$ cat src/rtl/sync_fifo.sv
// Single-clock FIFO with a register-array store, binary pointers and an
// occupancy counter. Read data is registered and qualified by rd_valid.
module sync_fifo #(
  parameter int WIDTH = 8,
  parameter int DEPTH = 16,
  parameter int AW    = $clog2(DEPTH)
) (
  input  logic             clk,
  input  logic             rst_n,
  input  logic             wr_en,
  input  logic [WIDTH-1:0] wr_data,
  output logic             full,
  input  logic             rd_en,
  output logic [WIDTH-1:0] rd_data,
  output logic             rd_valid,
  output logic             empty,
  output logic [AW:0]      count,
  output logic             overflow,
  output logic             underflow
);

  // Handshake: a write is taken when wr_en is high and there is room, or a
  // read leaves the FIFO on the same edge; a read is taken when rd_en is
  // high and the FIFO is not empty. The requester sees no ready signal;
  // refused requests are reported one cycle later on overflow/underflow.

  localparam logic [AW:0] DEPTH_C = (AW+1)'(DEPTH);
  localparam logic [AW:0] ONE_C   = (AW+1)'(1);

  logic [WIDTH-1:0] mem_q [DEPTH];

  logic [AW-1:0]    wr_ptr_q, wr_ptr_d;
  logic [AW-1:0]    rd_ptr_q, rd_ptr_d;
  logic [AW:0]      count_q, count_d;
  logic [WIDTH-1:0] rd_data_q, rd_data_d;
  logic             rd_valid_q, rd_valid_d;
  logic             overflow_q, overflow_d;
  logic             underflow_q, underflow_d;

  logic             wr_acc;
  logic             rd_acc;

  // Flags come only from the registered count, so no request input reaches
  // an output combinationally.
  assign full  = (count_q == DEPTH_C);
  assign empty = (count_q == '0);

  assign rd_acc = rd_en & ~empty;
  assign wr_acc = wr_en & (~full | rd_acc);

  always_comb begin
    wr_ptr_d    = wr_ptr_q;
    rd_ptr_d    = rd_ptr_q;
    count_d     = count_q;
    rd_data_d   = rd_data_q;
    rd_valid_d  = 1'b0;
    overflow_d  = wr_en & full & ~rd_acc;
    underflow_d = rd_en & empty;

    if (wr_acc) begin
      wr_ptr_d = wr_ptr_q + 1'b1;
    end

    if (rd_acc) begin
      rd_ptr_d   = rd_ptr_q + 1'b1;
      rd_data_d  = mem_q[rd_ptr_q];
      rd_valid_d = 1'b1;
    end

    case ({wr_acc, rd_acc})
      2'b10:   count_d = count_q + ONE_C;
      2'b01:   count_d = count_q - ONE_C;
      default: count_d = count_q;
    endcase
  end

  always_ff @(posedge clk or negedge rst_n) begin
    if (!rst_n) begin
      wr_ptr_q    <= '0;
      rd_ptr_q    <= '0;
      count_q     <= '0;
      rd_data_q   <= '0;
      rd_valid_q  <= 1'b0;
      overflow_q  <= 1'b0;
      underflow_q <= 1'b0;
    end else begin
      wr_ptr_q    <= wr_ptr_d;
      rd_ptr_q    <= rd_ptr_d;
      count_q     <= count_d;
      rd_data_q   <= rd_data_d;
      rd_valid_q  <= rd_valid_d;
      overflow_q  <= overflow_d;
      underflow_q <= underflow_d;
    end
  end

  // Storage is deliberately left out of reset.
  always_ff @(posedge clk) begin
    if (wr_acc) begin
      mem_q[wr_ptr_q] <= wr_data;
    end
  end

  assign count     = count_q;
  assign rd_data   = rd_data_q;
  assign rd_valid  = rd_valid_q;
  assign overflow  = overflow_q;
  assign underflow = underflow_q;

endmodule

$ cat config.mk
export PLATFORM = sky130hd
export DESIGN_NAME = sync_fifo
export DESIGN_NICKNAME = d
export VERILOG_FILES = /design/src/rtl/sync_fifo.sv
export SDC_FILE = /design/constraint.sdc
export NUM_CORES = 1
export LEC_CHECK = 0
export BUFFER_PORTS_ARGS = -buffer_cell sky130_fd_sc_hd__clkbuf_2
export CORE_MARGIN = 1
export CORE_UTILIZATION = 61
export CTS_CLUSTER_SIZE = 8
export DETAILED_ROUTE_END_ITERATION = 6
export PLACE_DENSITY = 0.8
export REMOVE_ABC_BUFFERS = 1
export SYNTH_ARGS = -nofsm -noshare
export SYNTH_HDL_FRONTEND = slang
export SYNTH_SLANG_ARGS = --single-unit
$ cat constraint.sdc
create_clock -name clk -period 3.6 [get_ports clk]
set_clock_uncertainty 0.1 [all_clocks]
set_input_delay 0.72 -clock clk [delete_from_list [all_inputs] [get_ports clk]]
set_output_delay 0.72 -clock clk [all_outputs]
set_load 0.05 [all_outputs]
Word level (Yosys, flattened, before mapping). Memory sizes are Yosys's and may differ from the RTL's. A register that Yosys moved wholly into a read port is not among the register bits. Index checks and enable logic that the tools add are counted.

Bits in writable memories: 128. Memories: 1. Bits in registers: 16. Bits in latches: 0. Bits of input ports: 12. Bits in read-only memories: 0. Logic and storage cells: 30. Output and inout bits: 18.

Equal/unequal tests: 3. Divide/modulo/power cells: 0. Bitwise gates (word level): 9. Shift-type cells: 0. Reduce and logical (&&, ||, !) cells: 3. $lt $le $gt $ge: 0. Multiply operators: 0. Add/sub/neg operators: 4. Muxes and demuxes: 4.

Memory list: mem_q (depth 16, bits a word 8, read ports 1, clocked after memory_dff 1, wr ports 1, line 30) `logic [WIDTH-1:0] mem_q [DEPTH];`.

Operators with widths (count): 5-bit case mux with 2 select lines (1); 4-bit by 1-bit adder with 4-bit output, second input constant (2); 5-bit by 1-bit adder with 5-bit output, second input constant (1); 1-bit AND (5); 5-bit equality test, second input constant (1); 5-bit logical NOT (1); 5-bit by 1-bit subtractor with 5-bit output, second input constant (1); 1-bit 2-to-1 mux (3); 1-bit NOT (3); 2-bit by 1-bit equality test with 1-bit output, second input constant (1); 2-bit equality test, second input constant (1); 2-bit nonzero test (1); 1-bit logical NOT (1); 1-bit bitwise OR (1).

Depth between registers and ports, before layout.
Depth in word-level cells: 7. Gate-level depth with buffers: 12.

Least setup slack after synthesis. OpenSTA, ideal clock, no wires.

Path type: reg2out. Start point: register count_q[0], in the netlist count[0]. End point: output port empty. Slack: 0.737 ns. Buffers on the path: 1. Stages on the path, launching flop included: 4. Required time: 2.780 ns. Data arrival time: 2.043 ns. Path through: dfrtp_1 > or4_1 > buf_2 > nor2_1.

Cells in the longest elaborated chain, start to end: 1.

Ends and longest elaborated chain: from (decl) (line 34) `logic [AW:0] count_q, count_d;`; from (signal assigned) (line 89) `count_q <= count_d;`; 5-bit logical NOT (line 46) `assign empty = (count_q == '0);`; to (decl) (line 16) `output logic empty,`.

Every way passes these cells.

Final worst setup path. Same ends and word-level chain as after synthesis.

==> results.md <==
- The fraction of synthesized cell area taken by the top area cell type is 62.1%.
- TritonCTS built the clock tree.
- The number of sinks driven by the clock tree is 152.
- The count of pins over their slew limit is 0.
- The time the worst path needs with I/O delays and setup is 3.09 ns.
- The post-synthesis to final-layout area growth is 14.5%.
- The pin count of the biggest net entering global routing is 35.
- After the last flow step, the layout net total stands at 403.
- The chip height is 103 µm.
- The detailed-route wire length per cell is 21.7 µm.
- Clock tree synthesis selected as its root buffer the cell sky130_fd_sc_hd__clkbuf_8.
- The netlist uses 42 different library cells.
- The classification of the worst-slack hold path is input port to async pin.
- The combined global-route utilization of all metal layers is 24.7%.
- The worst slew margin relative to its limit is 30.5%.
- The worst setup path is launched from a flip-flop.
- The storage element area is 4450 µm².
- TritonCTS created 17 clock buffers.
- The remaining routing DRC violations is 0.
- The clock transition at the registers of the reported paths is 0.06 ns.
- Setup repair after global routing left no endpoint under its margin.
- The initial antenna violation count came to 0.
- The design draws 5.88 mW.
- The post-cts repair resize count is 0.
- The total of endpoints with negative setup slack in the final report is 0.
- The clock reaches the later pin of the worst-skew pair after 0.52 ns.
- At the end of routability-driven placement, the weighted congestion stood at 0.861.
- In this run the horizontal extent of the chip is 103 µm.
- The total overflow left after global routing is 0.
- The via count of the first global-routing pass is 3,227.
- In this run the worst path has a maximum fanout of 7.
- The fraction of the yosys area taken by sequential cells is 71.8%.
- The routed via count divided by cell count is 6.07.
- The critical path in this run is classified as flip-flop to primary output.
- The most common cell in the synthesized netlist is sky130_fd_sc_hd__edfxtp_1.
- The filler cells instantiated in the layout total 636.
- During synthesis, Yosys emitted a total of 0 warnings.
- By area the synthesized netlist is led by sky130_fd_sc_hd__edfxtp_1 (62%), sky130_fd_sc_hd__mux4_2 (12%), sky130_fd_sc_hd__dfrtp_1 (9.7%), sky130_fd_sc_hd__nor2_1 (1.5%), sky130_fd_sc_hd__mux2i_1 (1.5%).
- The core region is 9820 µm².
- The area of the multi-input gates is 1620 µm².
- A synthesized cell averages 18.1 µm².
- Based on the critical path, the design can be clocked at up to 0.323 GHz.
- The number of hold buffers added after cts is 0.
- For this design the top-level I/O count stands at 30.
- The top flip-flop cell by instance count after synthesis is sky130_fd_sc_hd__edfxtp_1.
- Among all stages on the critical path, the largest delay is contributed by sky130_fd_sc_hd__or4_1.
- The peak supply drop is 625 µV.
- Global routing consumed, on the met1 layer, 33.6% of the routing resources.
- The die covers 10,600 µm².
- The number of nets still failing antenna checks after routing is 0.
- The met3 global-route usage is 5.76%.
- The routed via count is 3,217.
- Counting every instance in the synthesized netlist gives 342.
- The antenna diode count is 0.
- The biggest area consumer among synthesized cells is sky130_fd_sc_hd__edfxtp_1.
- The number of buffers inserted by port buffering is 29.
- In the finished design, the share of the clock period the worst path needs comes to 85.9%.
- The run finished with clean final reports.
- The number of synthesized flops with an enable pin is 128.
- The slew at the pin closest to its max-slew limit is 1.04 ns.
- The setup TNS is 0 ns.
- The first detailed-routing pass took 5 iterations.
- The first-pass GRT wire length is 17,900 µm.
- STA puts the critical path data required time at 2.78 ns.
- The number of buffers inserted to repair setup after CTS is 0.
- The global-route track usage on met2 is 39.8%.
- The max-cap check violation count is 0.
- The cell area after synthesis is 6190 µm².
- The leakage power total is 2.50 nW.
- The count of endpoints failing hold in the final timing report came to 0.
- The global routing's busiest layer is met2.
- For this run, the slowest stage of the critical path takes 0.71 ns.
- Data arrives at the worst endpoint at 2.27 ns.
- For this configuration, the core starts out at a cell density of 63.1%.
- The signal on the critical path passes through or4_1 > nor2_1 > clkbuf_2.
- Summed over all layers, the routed wires come to 11,500 µm.
- The proportion of register bits with asynchronous set or reset after synthesis is 15.8%.
- By count the netlist is led by sky130_fd_sc_hd__edfxtp_1 (128), sky130_fd_sc_hd__mux4_2 (32), sky130_fd_sc_hd__nor2_1 (25).
- Cells with a size suffix above 1 make up 29.7% of the layout.
- The clock passes through at most 2 buffers.
- After floorplanning, the core was divided into 36 placement rows.
- The number of synthesized register bits is 152.
- The HPWL after detailed placement is 7050 µm.
- The kind of end point of the critical path is a primary output.
- The number of levels in the clock H-tree is 4.
- The cell area power density is 829 nW/µm².
- For this block, the initial DRC count from the detailed router was 246.
[per-layer routing]
layer | wire, µm | vias up
met1 | 4680 | 1638
met3 | 718 | 12
met4 | 115 | 0
met5 | 0 | -
li1 | - | 1441
met2 | 5990 | 126
[power breakdown]
part	internal, mW	leakage, nW	switching (mW)
Clock	0.951	0.268	0.715
Sequential	2.18	1.45	0.232
Combinational	0.771	0.783	1.03
[registers in the layout, indices dropped and copies added, names as in the netlist]
name and flops:
rd_data 8, wr_ptr_q 4, mem_q 128, count 5, rd_valid 1, underflow 1, overflow 1, rd_ptr_q 4
[path summary, 6_finish.rpt]
path                            startpoint     endpoint  slack, ns  cells past startpoint
worst max register to register    count[0]     count[4]       0.71                     10
worst min register to register  rd_data[7]   rd_data[7]       0.42                      1
min in group clk                rd_data[7]   rd_data[7]       0.42                      1
worst max-delay path              count[0]        empty       0.51                      3
worst min-delay path                 rst_n     count[1]       0.12                      1
max in group asynchronous            rst_n  rd_ptr_q[2]       2.82                      1
[worst max-delay path: cells and delay by family (launching register included)]
kind / cells / cell delay (ns)
flip-flops: 1 / 0.45
AND/OR/NAND/NOR: 2 / 0.98
buffers and inverters: 1 / 0.33
[cells in the final DEF (no fill, tap or decap), types with 3 or more instances in the layout]
cell type	n
sky130_fd_sc_hd__buf_4	11
sky130_fd_sc_hd__nor3_1	4
sky130_fd_sc_hd__clkbuf_2	29
sky130_fd_sc_hd__and2_1	8
sky130_fd_sc_hd__edfxtp_1	128
sky130_fd_sc_hd__nand2_1	10
sky130_fd_sc_hd__mux4_2	32
sky130_fd_sc_hd__mux2i_1	9
sky130_fd_sc_hd__nor2_1	25
sky130_fd_sc_hd__dfrtp_1	23
sky130_fd_sc_hd__o21ai_0	6
sky130_fd_sc_hd__clkinv_4	3
sky130_fd_sc_hd__a21oi_1	3
sky130_fd_sc_hd__a221o_1	8
sky130_fd_sc_hd__inv_1	11
sky130_fd_sc_hd__clkbuf_16	16
sky130_fd_sc_hd__clkinvlp_4	4
sky130_fd_sc_hd__xnor2_1	6
sky130_fd_sc_hd__nand3_1	4
sky130_fd_sc_hd__mux2_2	8
sky130_fd_sc_hd__inv_6	3
sky130_fd_sc_hd__nor4_1	6
sky130_fd_sc_hd__ha_1	7
[logic make-up after synthesis]
group | after synthesis | share of synthesized area [%]
AOI/OAI and AO/OA | 30 | 3.80
xor gates and xnor gates | 8 | 1.13
adders and majority gates | 7 | 1.41
buffers and inverters | 30 | 2.12
DFF | 152 | 71.8
muxes | 49 | 14.5
and+or+nand+nor | 66 | 5.21
[area by class of cell]
class	count	area share, %
clock inverters	14	1.98
well taps	133	2.35
flip-flops and latches	152	62.7
clock buffers	18	6.04
repair buffers	41	3.49
inverters	12	0.635
multi-input cells	160	22.8
[stage by stage]
step           setup WS (ns)  hold WS, ns  utilization (%)  cells  instance area (µm²)
3_3_place_gp           0.801        0.410             66.4    498                 6520
6_report               0.507        0.120             72.2    530                 7090
3_5_place_dp           0.724        0.410             66.4    498                 6520
5_1_grt                0.446        0.152             72.2    530                 7090
4_1_cts                0.533        0.124             72.2    530                 7090
2_1_floorplan          0.576        0.324                -    324                 6110
Power figures use the tool's default switching activity.
